**src/rtl/tcp_echo_pkg.sv**
```systemverilog
// Shared types and constants for the TCP echo responder: wire-format header
// structs, the queued entry layout, fixed response field values, and the
// ACK-increment rule (payload bytes plus one each for SYN and FIN).
package tcp_echo_pkg;

   localparam int IP_ADDR_WIDTH                = 32;
   localparam int IP_HEADER_WIDTH              = 160;
   localparam int TCP_HEADER_WIDTH             = 160;
   localparam int PAYLOAD_BUF_ENTRY_ADDR_WIDTH = 16;
   localparam int PAYLOAD_BUF_ENTRY_LEN_WIDTH  = 16;
   localparam int IP_HEADER_BYTES              = 20;
   localparam int TCP_HEADER_BYTES             = 20;
   localparam int IPPROTO_TCP                  = 6;

   // TCP flag bit positions within the 8-bit flags field
   localparam int FLAG_FIN = 0;
   localparam int FLAG_SYN = 1;
   localparam int FLAG_PSH = 3;
   localparam int FLAG_ACK = 4;

   localparam logic [7:0]  RESP_FLAGS_CTRL = 8'h10;             // ACK
   localparam logic [7:0]  RESP_FLAGS_DATA = 8'h18;             // ACK|PSH
   localparam logic [15:0] RESP_IP_ID      = 16'd54321;
   localparam logic [15:0] RESP_HDR_BYTES  = 16'(IP_HEADER_BYTES + TCP_HEADER_BYTES);

   typedef struct packed {
      logic [3:0]  version;
      logic [3:0]  ihl;
      logic [7:0]  tos;
      logic [15:0] tot_len;
      logic [15:0] id;
      logic [15:0] frag_offset;
      logic [7:0]  ttl;
      logic [7:0]  protocol;
      logic [15:0] chksum;
      logic [31:0] src_addr;
      logic [31:0] dst_addr;
   } ip_hdr_t;

   typedef struct packed {
      logic [15:0] src_port;
      logic [15:0] dst_port;
      logic [31:0] seq_num;
      logic [31:0] ack_num;
      logic [3:0]  data_offset;
      logic [3:0]  reserved;
      logic [7:0]  flags;
      logic [15:0] win_size;
      logic [15:0] chksum;
      logic [15:0] urg_ptr;
   } tcp_hdr_t;

   typedef struct packed {
      logic [IP_ADDR_WIDTH-1:0]                src_ip;
      logic [IP_ADDR_WIDTH-1:0]                dst_ip;
      tcp_hdr_t                                tcp_hdr;
      logic [PAYLOAD_BUF_ENTRY_ADDR_WIDTH-1:0] payload_addr;
      logic [PAYLOAD_BUF_ENTRY_LEN_WIDTH-1:0]  payload_len;
   } echo_entry_t;

   // Sequence space consumed by a segment: payload bytes, plus SYN and FIN
   function automatic logic [31:0] ack_incr(input logic [7:0] flags,
                                            input logic [PAYLOAD_BUF_ENTRY_LEN_WIDTH-1:0] len);
      return 32'(len) + 32'(flags[FLAG_SYN]) + 32'(flags[FLAG_FIN]);
   endfunction

endpackage

```
**src/rtl/tcp_echo_fifo.sv**
```systemverilog
// Generic synchronous FIFO, DEPTH entries (power of two) of W bits.
// Ports: push_i/push_dat_i write, pop_i/pop_dat_o read head (combinational),
// full_o/empty_o/occupancy_o status. Push ignored when full, pop when empty.
module tcp_echo_fifo #(
   parameter int DEPTH = 4,
   parameter int W     = 8
) (
   input  logic                   clk,
   input  logic                   rst,
   input  logic                   push_i,
   input  logic [W-1:0]           push_dat_i,
   input  logic                   pop_i,
   output logic [W-1:0]           pop_dat_o,
   output logic                   full_o,
   output logic                   empty_o,
   output logic [$clog2(DEPTH):0] occupancy_o
);
   localparam int AW = $clog2(DEPTH);
   localparam logic [AW-1:0] PTR_ONE = AW'(1);
   localparam logic [AW:0]   CNT_ONE = (AW+1)'(1);

   logic [W-1:0]  mem_q [DEPTH];
   logic [AW-1:0] wr_ptr_q, wr_ptr_d, rd_ptr_q, rd_ptr_d;
   logic [AW:0]   cnt_q, cnt_d;
   logic          push_ok, pop_ok;

   assign full_o      = (cnt_q == (AW+1)'(DEPTH));
   assign empty_o     = (cnt_q == '0);
   assign occupancy_o = cnt_q;
   assign pop_dat_o   = mem_q[rd_ptr_q];
   assign push_ok     = push_i && !full_o;
   assign pop_ok      = pop_i && !empty_o;

   // Pointers wrap naturally because DEPTH is a power of two
   always_comb begin
      wr_ptr_d = wr_ptr_q;
      rd_ptr_d = rd_ptr_q;
      cnt_d    = cnt_q;
      if (push_ok) wr_ptr_d = wr_ptr_q + PTR_ONE;
      if (pop_ok)  rd_ptr_d = rd_ptr_q + PTR_ONE;
      if (push_ok && !pop_ok) cnt_d = cnt_q + CNT_ONE;
      else if (pop_ok && !push_ok) cnt_d = cnt_q - CNT_ONE;
   end

   always_ff @(posedge clk) begin
      if (rst) begin
         wr_ptr_q <= '0;
         rd_ptr_q <= '0;
         cnt_q    <= '0;
      end else begin
         wr_ptr_q <= wr_ptr_d;
         rd_ptr_q <= rd_ptr_d;
         cnt_q    <= cnt_d;
      end
   end

   // Storage needs no reset; validity is tracked by the count alone
   always_ff @(posedge clk) begin
      if (push_ok) mem_q[wr_ptr_q] <= push_dat_i;
   end

endmodule

```
**src/rtl/tcp_echo_responder.sv**
```systemverilog
// TCP echo responder: queues eligible RX segments and emits one ACK response per
// entry with swapped tuple. Latency >= 1 cycle, 1 response/cycle sustained.
// RX ready = queue not full; TX holds valid/data until accepted.
// Ports: parser_rx_* segment in (val/rdy), tcp_parser_tx_* response out (val/rdy),
// resp_cnt/drop_cnt statistics, occupancy queue fill.
// Build option TCP_ECHO_CTRL_ACK_EN: answer zero-length SYN/FIN segments with a pure ACK.
module tcp_echo_responder
   import tcp_echo_pkg::*;
#(
   parameter int DEPTH = 4,
   parameter int CNT_W = 32
) (
   input  logic                                    clk,
   input  logic                                    rst,
   input  logic                                    parser_rx_tcp_hdr_val,
   output logic                                    tcp_parser_rx_rdy,
   input  logic [IP_ADDR_WIDTH-1:0]                parser_rx_tcp_src_ip,
   input  logic [IP_ADDR_WIDTH-1:0]                parser_rx_tcp_dst_ip,
   input  logic [TCP_HEADER_WIDTH-1:0]             parser_rx_tcp_tcp_hdr,
   input  logic [PAYLOAD_BUF_ENTRY_ADDR_WIDTH-1:0] parser_rx_tcp_payload_addr,
   input  logic [PAYLOAD_BUF_ENTRY_LEN_WIDTH-1:0]  parser_rx_tcp_payload_len,
   output logic                                    tcp_parser_tx_val,
   input  logic                                    parser_tx_tcp_rdy,
   output logic [IP_HEADER_WIDTH-1:0]              tcp_parser_tx_ip_header,
   output logic [TCP_HEADER_WIDTH-1:0]             tcp_parser_tx_tcp_header,
   output logic [PAYLOAD_BUF_ENTRY_ADDR_WIDTH-1:0] tcp_parser_tx_payload_addr,
   output logic [PAYLOAD_BUF_ENTRY_LEN_WIDTH-1:0]  tcp_parser_tx_payload_len,
   output logic [CNT_W-1:0]                        resp_cnt,
   output logic [CNT_W-1:0]                        drop_cnt,
   output logic [$clog2(DEPTH):0]                  occupancy
);
   localparam int EW = $bits(echo_entry_t);

   tcp_hdr_t    rx_hdr;
   echo_entry_t rx_entry, head;
   logic [EW-1:0] head_raw;
   logic        rx_fire, tx_fire, rx_elig, full, empty;
   logic [CNT_W-1:0] resp_cnt_q, resp_cnt_d, drop_cnt_q, drop_cnt_d;
   ip_hdr_t     tx_ip;
   tcp_hdr_t    tx_tcp;

   assign rx_hdr = tcp_hdr_t'(parser_rx_tcp_tcp_hdr);

   // Zero-length segments with no SYN/FIN are never answered, which keeps two
   // responders from bouncing bare ACKs at each other forever.
`ifdef TCP_ECHO_CTRL_ACK_EN
   assign rx_elig = (parser_rx_tcp_payload_len != '0) || rx_hdr.flags[FLAG_SYN] || rx_hdr.flags[FLAG_FIN];
`else
   assign rx_elig = (parser_rx_tcp_payload_len != '0);
`endif

   // No bypass: a full queue stalls RX even if TX pops in the same cycle
   assign tcp_parser_rx_rdy = !full;
   assign tcp_parser_tx_val = !empty;
   assign rx_fire = parser_rx_tcp_hdr_val && tcp_parser_rx_rdy;
   assign tx_fire = tcp_parser_tx_val && parser_tx_tcp_rdy;

   always_comb begin
      rx_entry              = '0;
      rx_entry.src_ip       = parser_rx_tcp_src_ip;
      rx_entry.dst_ip       = parser_rx_tcp_dst_ip;
      rx_entry.tcp_hdr      = rx_hdr;
      rx_entry.payload_addr = parser_rx_tcp_payload_addr;
      rx_entry.payload_len  = parser_rx_tcp_payload_len;
   end

   tcp_echo_fifo #(.DEPTH(DEPTH), .W(EW)) u_fifo (
      .clk         (clk),
      .rst         (rst),
      .push_i      (rx_fire && rx_elig),
      .push_dat_i  (rx_entry),
      .pop_i       (tx_fire),
      .pop_dat_o   (head_raw),
      .full_o      (full),
      .empty_o     (empty),
      .occupancy_o (occupancy)
   );

   assign head = echo_entry_t'(head_raw);

   // Response header is a pure function of the queue head, so it stays stable
   // for as long as the head is not popped.
   always_comb begin
      tx_ip             = '0;
      tx_ip.version     = 4'd4;
      tx_ip.ihl         = 4'd5;
      tx_ip.tot_len     = RESP_HDR_BYTES + 16'(head.payload_len);
      tx_ip.id          = RESP_IP_ID;
      tx_ip.ttl         = '1;
      tx_ip.protocol    = 8'(IPPROTO_TCP);
      tx_ip.src_addr    = head.dst_ip;
      tx_ip.dst_addr    = head.src_ip;

      tx_tcp             = '0;
      tx_tcp.src_port    = head.tcp_hdr.dst_port;
      tx_tcp.dst_port    = head.tcp_hdr.src_port;
      tx_tcp.seq_num     = head.tcp_hdr.ack_num;
      tx_tcp.ack_num     = head.tcp_hdr.seq_num + ack_incr(head.tcp_hdr.flags, head.payload_len);
      tx_tcp.data_offset = 4'(TCP_HEADER_BYTES / 4);
      tx_tcp.flags       = (head.payload_len != '0) ? RESP_FLAGS_DATA : RESP_FLAGS_CTRL;
      tx_tcp.win_size    = '1;
   end

   assign tcp_parser_tx_ip_header    = tx_ip;
   assign tcp_parser_tx_tcp_header   = tx_tcp;
   assign tcp_parser_tx_payload_addr = head.payload_addr;
   assign tcp_parser_tx_payload_len  = head.payload_len;

   always_comb begin
      resp_cnt_d = resp_cnt_q;
      drop_cnt_d = drop_cnt_q;
      if (tx_fire)             resp_cnt_d = resp_cnt_q + CNT_W'(1);
      if (rx_fire && !rx_elig) drop_cnt_d = drop_cnt_q + CNT_W'(1);
   end

   always_ff @(posedge clk) begin
      if (rst) begin
         resp_cnt_q <= '0;
         drop_cnt_q <= '0;
      end else begin
         resp_cnt_q <= resp_cnt_d;
         drop_cnt_q <= drop_cnt_d;
      end
   end

   assign resp_cnt = resp_cnt_q;
   assign drop_cnt = drop_cnt_q;

endmodule
```
**config.mk**
```make
export PLATFORM = sky130hd
export DESIGN_NAME = tcp_echo_responder
export DESIGN_NICKNAME = d
export VERILOG_FILES = /design/src/rtl/tcp_echo_pkg.sv /design/src/rtl/tcp_echo_fifo.sv /design/src/rtl/tcp_echo_responder.sv
export SDC_FILE = /design/constraint.sdc
export NUM_CORES = 1
export LEC_CHECK = 0
export BUFFER_PORTS_ARGS = -buffer_cell sky130_fd_sc_hd__clkbuf_2
export CAP_MARGIN = 40
export CORE_ASPECT_RATIO = 1.5
export CORE_MARGIN = 8
export CORE_UTILIZATION = 28
export DETAILED_ROUTE_END_ITERATION = 16
export GPL_ROUTABILITY_DRIVEN = 1
export PLACE_DENSITY = 0.51
export RECOVER_POWER = 50
export SYNTH_ARGS = -nofsm -noshare
export SYNTH_HDL_FRONTEND = slang
export SYNTH_SLANG_ARGS = --single-unit
```
**constraint.sdc**
```tcl
create_clock -name clk -period 8.4 [get_ports clk]
set_input_delay 1.68 -clock clk [delete_from_list [all_inputs] [get_ports clk]]
set_output_delay 1.68 -clock clk [all_outputs]
set_load 0.05 [all_outputs]
```
==> flow_metrics.tcl <==
set metrics [dict create \
    run_status "finished, violations left" \
    violations "capacitance limit, slew limit" \
    clkTransAtPathRegs_ps 60 \
    post-synth-top-area-fraction_pct 68.6 \
    relSlewSlack_pct -35.3 \
    ys.flop_type "edfxtp_1" \
    worstPathRequired_ps 6720 \
    yosysMostFrequentCell "edfxtp_1" \
    via_count 17600 \
    syn_avg_cell_area_sq_um 19.3 \
    leading_cell_types_by_count_after_synthesis "edfxtp_1, mux4_2, buf_4" \
    design.die.area_sq_mm 0.133 \
    clock_latency_ps 670 \
    criticalPathCategory "reg -> out" \
    first_iter_violations 851 \
    firstDrtPassIters 5 \
    grt_pass1_wl_mm 128 \
    tritoncts_num_sinks 849 \
    sw_frac_of_total_pct 41.7 \
    core_area_sq_mm 0.120 \
    max_slew.worst_pin.slew_ps 2030 \
    data_arrival_time_of_the_critical_path_ps 5730 \
    area_growth_from_synthesis_to_layout_pct 18.7 \
    synth.cell_area_sq_mm 0.0340 \
    hold_violations 0 \
    fin_cells 3943 \
    detailed_place_hpwl_mm 59.6 \
    ir_drop_mv 0.277 \
    critPathMaxFanout 32 \
    post_synth_mux_area_share_pct 12.9 \
    chipHeight_um 443 \
    synth_cell_types 55 \
    synth_cells 1763 \
    cts_buffer_depth 3 \
    route.antenna.remaining_nets 0 \
    synth_enable_flop_cells 776 \
    io_buffer_count 475 \
    achievable-frequency_mhz 135 \
    synth_sequential_area_ratio_pct 72.9 \
    main_combinational_cell_family_by_area_after_synthesis "multiplexers" \
    route.detailed.vias_per_inst 4.47 \
    hold_path_class "reg -> reg" \
    setup-tns-final_ps 0 \
    cts-hold-fix-buffers 0 \
    die_x_um 300 \
    net-switching-power_mw 6.42 \
    postSynth.asyncResetShare_pct 0 \
    unrepaired_setup_endpoints_after_global_routing "false" \
    power.density_cell_area_mw_per_mm2 382 \
    timing.clock.skew_ps 28.0 \
    fin_crit_sh_pct 88.3 \
    power.internal_mw 8.97 \
    startpoint_type "flip-flop" \
    fin_crit_ps 7410 \
    cts_root_buf "clkbuf_16" \
    power.combinational.fraction_pct 40.4 \
    synth_xor_area_share_pct 2.65 \
    gpl.final_weighted_congestion 0.768 \
    synthesized_area_fraction_occupied_by_ao_oa_aoi_and_oai_cells_pct 1.16 \
    grt_max_degree 113 \
    synth_fa_ha_area_share_pct 1.65 \
    htree_num_levels 3 \
    routed_wl_mm 88.5 \
    routedWlPerCell_um 22.4 \
    synth.largest_area_cell "edfxtp_1" \
    cts_resized 0 \
    timing.final.max_slew_violations 132 \
    grt_usage_pct 12.9 \
    grt_pass1_vias 19000 \
    postCtsSetupRepairBufs 0 \
    overflow 0 \
    yosys.area_share.simple_pct 4.32 \
    place.detailed.instances 3770 \
    power.share.sequential_pct 33.9 \
    io_pins 681 \
    postSynthRegisterBits 849 \
    number_of_max_capacitance_violations_reported 4 \
    area_contributors_post_synth "edfxtp_1, mux4_2, dfxtp_1" \
    yosys_warnings 0 \
    design.final.nets 2581 \
    drc 0 \
    floorplan.rows 156 \
    clock_power_share_pct 25.7 \
    critPathCaptureType "output pin" \
    number_of_antenna_violations_at_the_first_check_in_global_routing 32 \
    setup_viol 0 \
    cellLeakagePower_nw 13.3 \
    floorplan.initialDensity_pct 28.2 \
    cts_tree "yes" \
    numCtsBuffers 86 \
    post_route_cells_drive_above_1_share_pct 25.8 \
]
## kinds of logic (layout without fill, tap and decap cells)
family / count (synthesis) / in the layout
simple gates: 273 / 273
compound gates: 63 / 63
xor+xnor: 103 / 103
buf+inv: 234 / 678
flops: 849 / 849
mux: 196 / 196
other cells: 2 / 158
fa+ha+maj: 43 / 43
## registers in the layout, summed over array words and instances (netlist names), named ones only
register and count:
drop_cnt 32, u_fifo.wr_ptr_q 2, resp_cnt 32, u_fifo.occupancy_o 3, u_fifo.rd_ptr_q 2, u_fifo.mem_q 776
## layout make-up
| class | count | area [sq um] |
|---|---|---|
| repair buffers | 497 | 2330 |
| diodes | 15 | 37.5 |
| multi-input cells | 821 | 8230 |
| flip-flops and latches | 849 | 24800 |
| fillers | 11600 | 80100 |
| inverters | 23 | 86.3 |
| clock inverters | 51 | 634 |
| clock buffers | 107 | 2280 |
| well taps | 1580 | 1980 |
## through the flow
stage	util, %	total power, mW	hold WS [ps]	setup slack (ps)	cell area [sq um]
4_1_cts	33.8	15.7	533	742	40600
5_1_grt	33.5	16.1	557	638	40300
2_1_floorplan	-	10.0	485	1370	34500
3_5_place_dp	31.3	11.7	511	1530	37700
6_report	33.5	15.4	531	987	40400
3_3_place_gp	31.3	11.6	494	1480	37700
## worst max-delay path: stages, from the launching register on
cell and delay (ps):
dfxtp_4 770, buf_4 450, mux4_2 690, ha_1 340, ha_1 350, a21oi_1 190
a21oi_1 180, o31ai_1 750, a22o_1 330, or4b_1 450, o211ai_1 140, clkbuf_2 320
## power by group through the flow
stage	Clock (mW)	Sequential (mW)	Combinational, mW
6_report	3.95	5.22	6.22
5_1_grt	4.23	5.27	6.58
4_1_cts	4.09	5.23	6.39
3_5_place_dp	0	5.32	6.38
3_3_place_gp	0	5.29	6.35
2_1_floorplan	0	5.35	4.66
## metal layers
| layer | GRT usage (%) | vias up | wire length, um |
|---|---|---|---|
| met5 | 0 | - | 118 |
| met4 | 5.13 | 16 | 2500 |
| met3 | 4.34 | 132 | 7810 |
| met2 | 22.9 | 656 | 45900 |
| met1 | 14.0 | 9040 | 32100 |
| li1 | - | 7780 | - |
## worst paths after layout
path	to	from	slack, ps	depth (start not counted)
hold reg to reg	resp_cnt[31]	resp_cnt[31]	530	2
setup reg to reg	u_fifo.mem_q[0][150]	u_fifo.occupancy_o[0]	4590	4
setup / recovery	tcp_parser_tx_tcp_header[77]	flip-flop	990	11
hold / removal	resp_cnt[31]	resp_cnt[31]	530	2
## cell usage in the layout (no fill, tap or decap), drive strengths merged, types with 3 or more instances in the layout
cell type / instances
nor3: 17
xor2: 41
clkinv: 29
bufinv: 12
nor2: 86
o211ai: 6
o2111ai: 6
a21oi: 28
nand3: 37
or3: 7
mux4: 194
and4: 11
edfxtp: 776
clkinvlp: 4
and2: 7
and3: 21
nand4: 21
nor4: 15
xnor2: 62
or2: 3
inv: 29
ha: 40
diode: 15
fa: 3
o21ai: 12
nor2b: 3
dfxtp: 73
clkbuf: 583
conb: 143
buf: 21
nand2: 38
(Power assumes the default switching activity.)
